==> config.mk <==
export PLATFORM = sky130hd
export DESIGN_NAME = dcm_prog_ctrl
export DESIGN_NICKNAME = d
export VERILOG_FILES = /design/src/rtl/dcm_pkg.sv /design/src/rtl/btn_sync_edge.sv /design/src/rtl/dcm_prog_ctrl.sv
export SDC_FILE = /design/constraint.sdc
export NUM_CORES = 1
export LEC_CHECK = 0
export ABC_AREA = 1
export ABC_CLOCK_PERIOD_IN_PS = 2400
export CORE_MARGIN = 3
export CORE_UTILIZATION = 55
export DETAILED_ROUTE_END_ITERATION = 6
export PLACE_DENSITY = 0.76
export SLEW_MARGIN = 20
export SYNTH_ARGS = -nofsm -noshare
export SYNTH_HDL_FRONTEND = slang
export SYNTH_SLANG_ARGS = --single-unit
export TNS_END_PERCENT = 30
==> constraint.sdc <==
create_clock -name clk -period 2.4 [get_ports clk]
set_input_delay 0.36 -clock clk [delete_from_list [all_inputs] [get_ports clk]]
set_output_delay 0.36 -clock clk [all_outputs]
set_load 0.02 [all_outputs]
==> src/rtl/dcm_pkg.sv <==
// dcm_pkg: constants, state encoding and the mode-step helper that are shared
// between the dcm and its programming controller.
package dcm_pkg;

   localparam int PROG_W = 3;
   localparam int MODE_MAX_DEF = 7;

   // One 10 Hz period of the dcm slow domain at 100 MHz.
   localparam int HALF_MS_CONT = 10000000;
   localparam int UPDATE_HOLD_DEF = HALF_MS_CONT;
   localparam int ACK_TIMEOUT_DEF = 2 * HALF_MS_CONT;

   localparam logic [PROG_W-1:0] PROG_ONE = PROG_W'(1);

   typedef enum logic [1:0] {
      IDLE = 2'd0,
      REQ  = 2'd1,
      WAIT = 2'd2,
      ERR  = 2'd3
   } prog_state_e;

   // One up or down step from cur, either saturating or wrapping at the ends.
   function automatic logic [PROG_W-1:0] mode_step(
      input logic [PROG_W-1:0] cur,
      input logic              up,
      input logic              dn,
      input logic [PROG_W-1:0] max_t,
      input logic              wrap
   );
      logic [PROG_W-1:0] nxt;
      nxt = cur;
      if (up) begin
         if (cur >= max_t) nxt = wrap ? '0 : cur;
         else              nxt = cur + PROG_ONE;
      end else if (dn) begin
         if (cur == '0) nxt = wrap ? max_t : cur;
         else           nxt = cur - PROG_ONE;
      end
      return nxt;
   endfunction

endpackage

==> src/rtl/btn_sync_edge.sv <==
// btn_sync_edge: two-flop synchronizer for a raw button pin followed by a
// registered rising-edge detector. Pin to pulse latency is three clk cycles.
module btn_sync_edge (
   input  logic clk,
   input  logic rst,
   input  logic din,
   output logic rise
);

   logic sync_1;
   logic sync_2;
   logic sync_d;

   // Synchronize the pin, then emit one pulse per synchronized rising edge.
   always_ff @(posedge clk) begin
      if (!rst) begin
         sync_1 <= 1'b0;
         sync_2 <= 1'b0;
         sync_d <= 1'b0;
         rise   <= 1'b0;
      end else begin
         sync_1 <= din;
         sync_2 <= sync_1;
         sync_d <= sync_2;
         rise   <= sync_2 & ~sync_d;
      end
   end

endmodule

==> src/rtl/dcm_prog_ctrl.sv <==
// dcm_prog_ctrl: sequences reprogramming of the dcm slow clock from the up and
// down buttons. Holds update long enough for the 10 Hz domain to sample it and
// waits for prog_out to confirm, flagging a sticky err on timeout.
// Build macro DCM_PROG_CTRL_WRAP_EN: when defined, stepping past MODE_MAX wraps
// to 0 and stepping below 0 wraps to MODE_MAX; otherwise steps saturate.
//
// state | meaning
// IDLE  | nothing outstanding, prog_in equals mode
// REQ   | update high, prog_in frozen, counting UPDATE_HOLD cycles
// WAIT  | update low, waiting for prog_out == prog_in or ACK_TIMEOUT
// ERR   | ack timed out, err set, prog_in reverted to mode
module dcm_prog_ctrl
   import dcm_pkg::*;
#(
   parameter int unsigned UPDATE_HOLD = UPDATE_HOLD_DEF,
   parameter int unsigned ACK_TIMEOUT = ACK_TIMEOUT_DEF,
   parameter int unsigned MODE_MAX    = MODE_MAX_DEF
) (
   input  logic              clk,
   input  logic              rst,
   input  logic              btn_up,
   input  logic              btn_down,
   input  logic [PROG_W-1:0] prog_out,
   output logic [PROG_W-1:0] prog_in,
   output logic              update,
   output logic              busy,
   output logic              err,
   output logic [PROG_W-1:0] mode
);

   localparam logic [31:0]       HOLD_LAST = 32'(UPDATE_HOLD - 1);
   localparam logic [31:0]       ACK_LAST  = 32'(ACK_TIMEOUT - 1);
   localparam logic [PROG_W-1:0] MAX_T     = PROG_W'(MODE_MAX);
`ifdef DCM_PROG_CTRL_WRAP_EN
   localparam logic              WRAP      = 1'b1;
`else
   localparam logic              WRAP      = 1'b0;
`endif

   logic              up_rise;
   logic              down_rise;
   logic              ev_up;
   logic              ev_dn;
   logic              ev_any;

   prog_state_e       state_q, state_d;
   logic [PROG_W-1:0] prog_in_q, prog_in_d;
   logic [PROG_W-1:0] mode_q, mode_d;
   logic              err_q, err_d;
   logic [PROG_W-1:0] pend_q, pend_d;
   logic              pend_vld_q, pend_vld_d;
   logic [31:0]       cnt_q, cnt_d;

   logic [PROG_W-1:0] idle_tgt;
   logic              idle_go;
   logic [PROG_W-1:0] latest_tgt;
   logic [PROG_W-1:0] busy_tgt;
   logic              pend_hit;

   btn_sync_edge u_sync_up (
      .clk  (clk),
      .rst  (rst),
      .din  (btn_up),
      .rise (up_rise)
   );

   btn_sync_edge u_sync_down (
      .clk  (clk),
      .rst  (rst),
      .din  (btn_down),
      .rise (down_rise)
   );

   // Simultaneous presses cancel each other.
   assign ev_up  = up_rise & ~down_rise;
   assign ev_dn  = down_rise & ~up_rise;
   assign ev_any = ev_up | ev_dn;

   // From IDLE/ERR the reference is the acknowledged mode; a step that goes
   // nowhere (saturated) is dropped.
   assign idle_tgt = mode_step(mode_q, ev_up, ev_dn, MAX_T, WRAP);
   assign idle_go  = ev_any && (idle_tgt != mode_q);

   // While busy, presses chain off the newest target: pending if one is held,
   // otherwise the one in flight.
   assign latest_tgt = pend_vld_q ? pend_q : prog_in_q;
   assign busy_tgt   = mode_step(latest_tgt, ev_up, ev_dn, MAX_T, WRAP);
   assign pend_hit   = ev_any && (busy_tgt != latest_tgt);

   assign prog_in = prog_in_q;
   assign mode    = mode_q;
   assign err     = err_q;
   assign update  = (state_q == REQ);
   assign busy    = (state_q == REQ) || (state_q == WAIT);

   // State and datapath registers; reset also drops update on the same edge.
   always_ff @(posedge clk) begin
      if (!rst) begin
         state_q    <= IDLE;
         prog_in_q  <= '0;
         mode_q     <= '0;
         err_q      <= 1'b0;
         pend_q     <= '0;
         pend_vld_q <= 1'b0;
         cnt_q      <= '0;
      end else begin
         state_q    <= state_d;
         prog_in_q  <= prog_in_d;
         mode_q     <= mode_d;
         err_q      <= err_d;
         pend_q     <= pend_d;
         pend_vld_q <= pend_vld_d;
         cnt_q      <= cnt_d;
      end
   end

   // Next-state, target, pending-slot and counter logic.
   always_comb begin
      state_d    = state_q;
      prog_in_d  = prog_in_q;
      mode_d     = mode_q;
      err_d      = err_q;
      pend_d     = pend_q;
      pend_vld_d = pend_vld_q;
      cnt_d      = cnt_q;

      case (state_q)
         IDLE, ERR: begin
            if (idle_go) begin
               prog_in_d  = idle_tgt;
               err_d      = 1'b0;
               cnt_d      = '0;
               pend_vld_d = 1'b0;
               state_d    = REQ;
            end
         end

         REQ: begin
            if (pend_hit) begin
               pend_d     = busy_tgt;
               pend_vld_d = 1'b1;
            end
            if (cnt_q == HOLD_LAST) begin
               cnt_d   = '0;
               state_d = WAIT;
            end else begin
               cnt_d = cnt_q + 32'd1;
            end
         end

         WAIT: begin
            if (pend_hit) begin
               pend_d     = busy_tgt;
               pend_vld_d = 1'b1;
            end
            if (prog_out == prog_in_q) begin
               mode_d = prog_in_q;
               // A pending target equal to the mode just acked needs no resend.
               if (pend_vld_d && (pend_d != prog_in_q)) begin
                  prog_in_d = pend_d;
                  cnt_d     = '0;
                  state_d   = REQ;
               end else begin
                  state_d = IDLE;
               end
               pend_vld_d = 1'b0;
            end else if (cnt_q == ACK_LAST) begin
               err_d      = 1'b1;
               prog_in_d  = mode_q;
               pend_vld_d = 1'b0;
               state_d    = ERR;
            end else begin
               cnt_d = cnt_q + 32'd1;
            end
         end

         default: state_d = IDLE;
      endcase
   end

endmodule

==> flow_metrics.env <==
export IMPL_rows=29
export IMPL_setup_viol=0
export IMPL_ys_ff_latch=53
export IMPL_hold_buffers=0
export IMPL_drcViolationCount=0
export IMPL_rsz0062_at_grt="yes"
export IMPL_die_w_um=88.93
export IMPL_grt_total_usage_pct=28.36
export IMPL_timing_final_hold_violations=0
export IMPL_crit_fanout=8
export IMPL_start_util_pct=58.24
export IMPL_vias=4235
export IMPL_synth_adder_area_share_pct=3.970
export IMPL_cpMaxStageDelayCell="dfxtp_4"
export IMPL_synth_async_sr_flop_share_pct=0
export IMPL_fp_coreArea_mm2=0.006495
export IMPL_stdcell_count=761
export IMPL_grt_max_degree=47
export IMPL_cts_buffer_depth=2
export IMPL_dieArea_mm2=0.007908
export IMPL_p_per_area_mw_per_mm2=534.0
export IMPL_setup_slack_ps=22.33
export IMPL_synthXorXnorAreaFrac_pct=2.316
export IMPL_cp_required_ps=2650
export IMPL_clkSlewWorstSetupHoldPaths_ps=90
export IMPL_antenna_cells=0
export IMPL_firstDrtPassIters=5
export IMPL_io_buffers=15
export IMPL_skew_ps=8.262
export IMPL_drive_gt1_share_pct=17.69
export IMPL_synth_distinct_cells=32
export IMPL_syn_num_nets=656
export IMPL_synth_top_family_by_area="simple AND/OR/NAND/NOR gates"
export IMPL_post_synth_top_count_cell="nand2_1"
export IMPL_dp_cells=741
export IMPL_timing_final_crit_share_pct=99.07
export IMPL_slowest_delay_ps=380
export IMPL_drv_slew=0
export IMPL_grt_pass1_wl_mm=17.87
export IMPL_layout_nets=702
export IMPL_clk_latency_ps=310
export IMPL_antenna_found_initial=0
export IMPL_p_leak_nw=2.160
export IMPL_gp_congestion=0.9946
export IMPL_routedWlPerCell_um=14.54
export IMPL_yosys_top_cells_count="175 x nand2_1, 106 x inv_1, 91 x nor2_1, 53 x dfxtp_1, 44 x nand3_1"
export IMPL_netlist_instances=637
export IMPL_clkSinkCount=53
export IMPL_yosys_warnings=0
export IMPL_totalWireLength_mm=11.06
export IMPL_cp_end_kind="register"
export IMPL_hold_path_class="register to register"
export IMPL_outcome="complete, no violations"
export IMPL_overflow=0
export IMPL_critical_path_class="register to register"
export IMPL_vias_per_cell=5.565
export IMPL_num_fill_cells=532
export IMPL_start_kind="register"
export IMPL_drtAntennaViolNets=0
export IMPL_ir_drop_uv=359.2
export IMPL_cts_htree_levels=2
export IMPL_cts_made_buffers=5
export IMPL_synth_compound_area_share_pct=7.079
export IMPL_drv_cap=0
export IMPL_yosysTopAreaCellShare_pct=28.05
export IMPL_pre_cts_slack_ps=-84.51
export IMPL_yosysTopAreaCell="dfxtp_1"
export IMPL_die_height_um=88.93
export IMPL_min_period_ps=2378
export IMPL_cts_root_buf="clkbuf_8"
export IMPL_tightest_slew_ps=469.6
export IMPL_cts_tree="done"
export IMPL_synth_edf_count=0
export IMPL_synthTopCellsByArea="dfxtp_1 28%, nand2_1 17%, inv_1 11%, nor2_1 9.0%, nand3_1 5.8%"
export IMPL_synthSimpleGateAreaFrac_pct=44.99
export IMPL_syn_to_final_growth_pct=25.27
export IMPL_io_pins=16
export IMPL_synth_cell_area_mm2=0.003782
export IMPL_yosysSeqAreaShare_pct=28.05
export IMPL_synth_flop_cell="dfxtp_1"
export IMPL_synth_area_mux_share_pct=0
export IMPL_hpwl_mm=7.560
export IMPL_worstPathArrival_ps=2630
export IMPL_drt_initial_drc_count=346
export IMPL_fmax_mhz=420.6
export IMPL_avgSynthCellArea_um2=5.938
export IMPL_slew_headroom_pct=68.40
export IMPL_crit_path_cell_trace="inv_4, nand2_4, nand2_4, ha_4, ha_4, inv_6, o21ai_1, inv_1, a21oi_2, nand2_1, nand3_1, nand2_1, nor2_1, nand2_2, nand2_2, nand2_4, buf_8, buf_6, nand4_1, nand2_1, nor2_2"
export IMPL_grt_pass1_vias=3891
-- final cells by class --
cell class	count	area (µm²)	share of cell area, %
multi-input combinational	456	2469	52.10
sequential	53	1067	22.52
timing repair buffer	57	586.8	12.38
inverter	110	422.9	8.925
tap	77	96.34	2.033
clock buffer	6	82.58	1.743
clock inverter	2	13.76	0.2905
-- report_power, final --
part           switching [mW]  internal, mW
sequential             0.0928         0.978
clock                   0.300         0.234
combinational           0.548         0.377
total                   0.940          1.59
-- worst max-delay path, delay by kind of cell, from the launching register on --
kind                       cells  cell delay [ps]
AOI/OAI and AO/OA              2              250
adders and majority gates      2              280
buffers and inverters          5              480
DFF                            1              380
and+or+nand+nor               12              910
-- metrics by stage --
stage / instance area (µm²) / hold WS (ps) / util, % / power (mW) / TNS [ps]
3_5_place_dp: 4203 / 378.2 / 64.71 / 1.845 / -1444
3_3_place_gp: 4203 / 371.4 / 64.71 / 1.818 / -3.343
6_report: 4738 / 387.2 / 72.95 / 2.530 / 0
2_1_floorplan: 3782 / 368.0 / - / 1.606 / 0
4_1_cts: 4537 / 392.1 / 69.85 / 2.478 / 0
5_1_grt: 4738 / 427.7 / 72.95 / 2.692 / -2867
-- cells in the final DEF, fill, tap and decap left out, types with 3 or more instances in the layout --
master and instances:
inv_1 100, buf_4 28, o211ai_1 3, nor4_1 8, nor2_1 83, clkdlybuf4s50_1 15, buf_8 3, nand2_4 9
or2_2 3, nand3_4 5, inv_2 5, ha_4 4, buf_6 5, nand2_1 151, buf_12 5, dfxtp_1 50
nor2_2 8, xnor2_1 3, xor2_1 7, nand4_1 35, o21ai_0 22, nand3_1 40, clkbuf_8 6, a21oi_1 16
nor3_1 14, nand2_2 21, ha_1 7
-- path summary, 6_finish.rpt --
path	start	end	slack, ps	cells after the start
worst max-delay path	pend_vld_q	prog_in[1]	20	21
worst min-delay path	u_sync_down.sync_d	u_sync_down.rise	390	1
worst max register to register	pend_vld_q	prog_in[1]	20	21
worst min register to register	u_sync_down.sync_d	u_sync_down.rise	390	1
-- cell families (layout without fill, tap and decap cells) --
kind of cell / after synthesis / count (layout)
simple gates: 385 / 385
xor+xnor: 10 / 10
buf+inv: 128 / 175
flops: 53 / 53
fa+ha+maj: 12 / 12
compound gates: 49 / 49
-- registers in the layout, indices dropped and copies added (netlist names), 2 cells and up --
name     count
pend_q       3
cnt_q       32
prog_in      3
mode         3
state_q      2
-- per-layer routing --
| metal | routed length (µm) | global-route usage (%) | vias up |
|---|---|---|---|
| li1 | - | - | 2108 |
| met1 | 4887 | 39.04 | 1934 |
| met2 | 5261 | 45.95 | 182 |
| met3 | 793 | 4.700 | 11 |
| met4 | 121 | 7.830 | 0 |
| met5 | 0 | 0 | - |
-- repair_timing --
item / 4_1_cts / 5_1_grt
setup endpoints to repair: 33 / 39
buffers inserted: 11 / 1
cloned: 2 / 1
pin swaps: 9 / 27
resized for setup: 25 / 71
(Power assumes the default switching activity.)
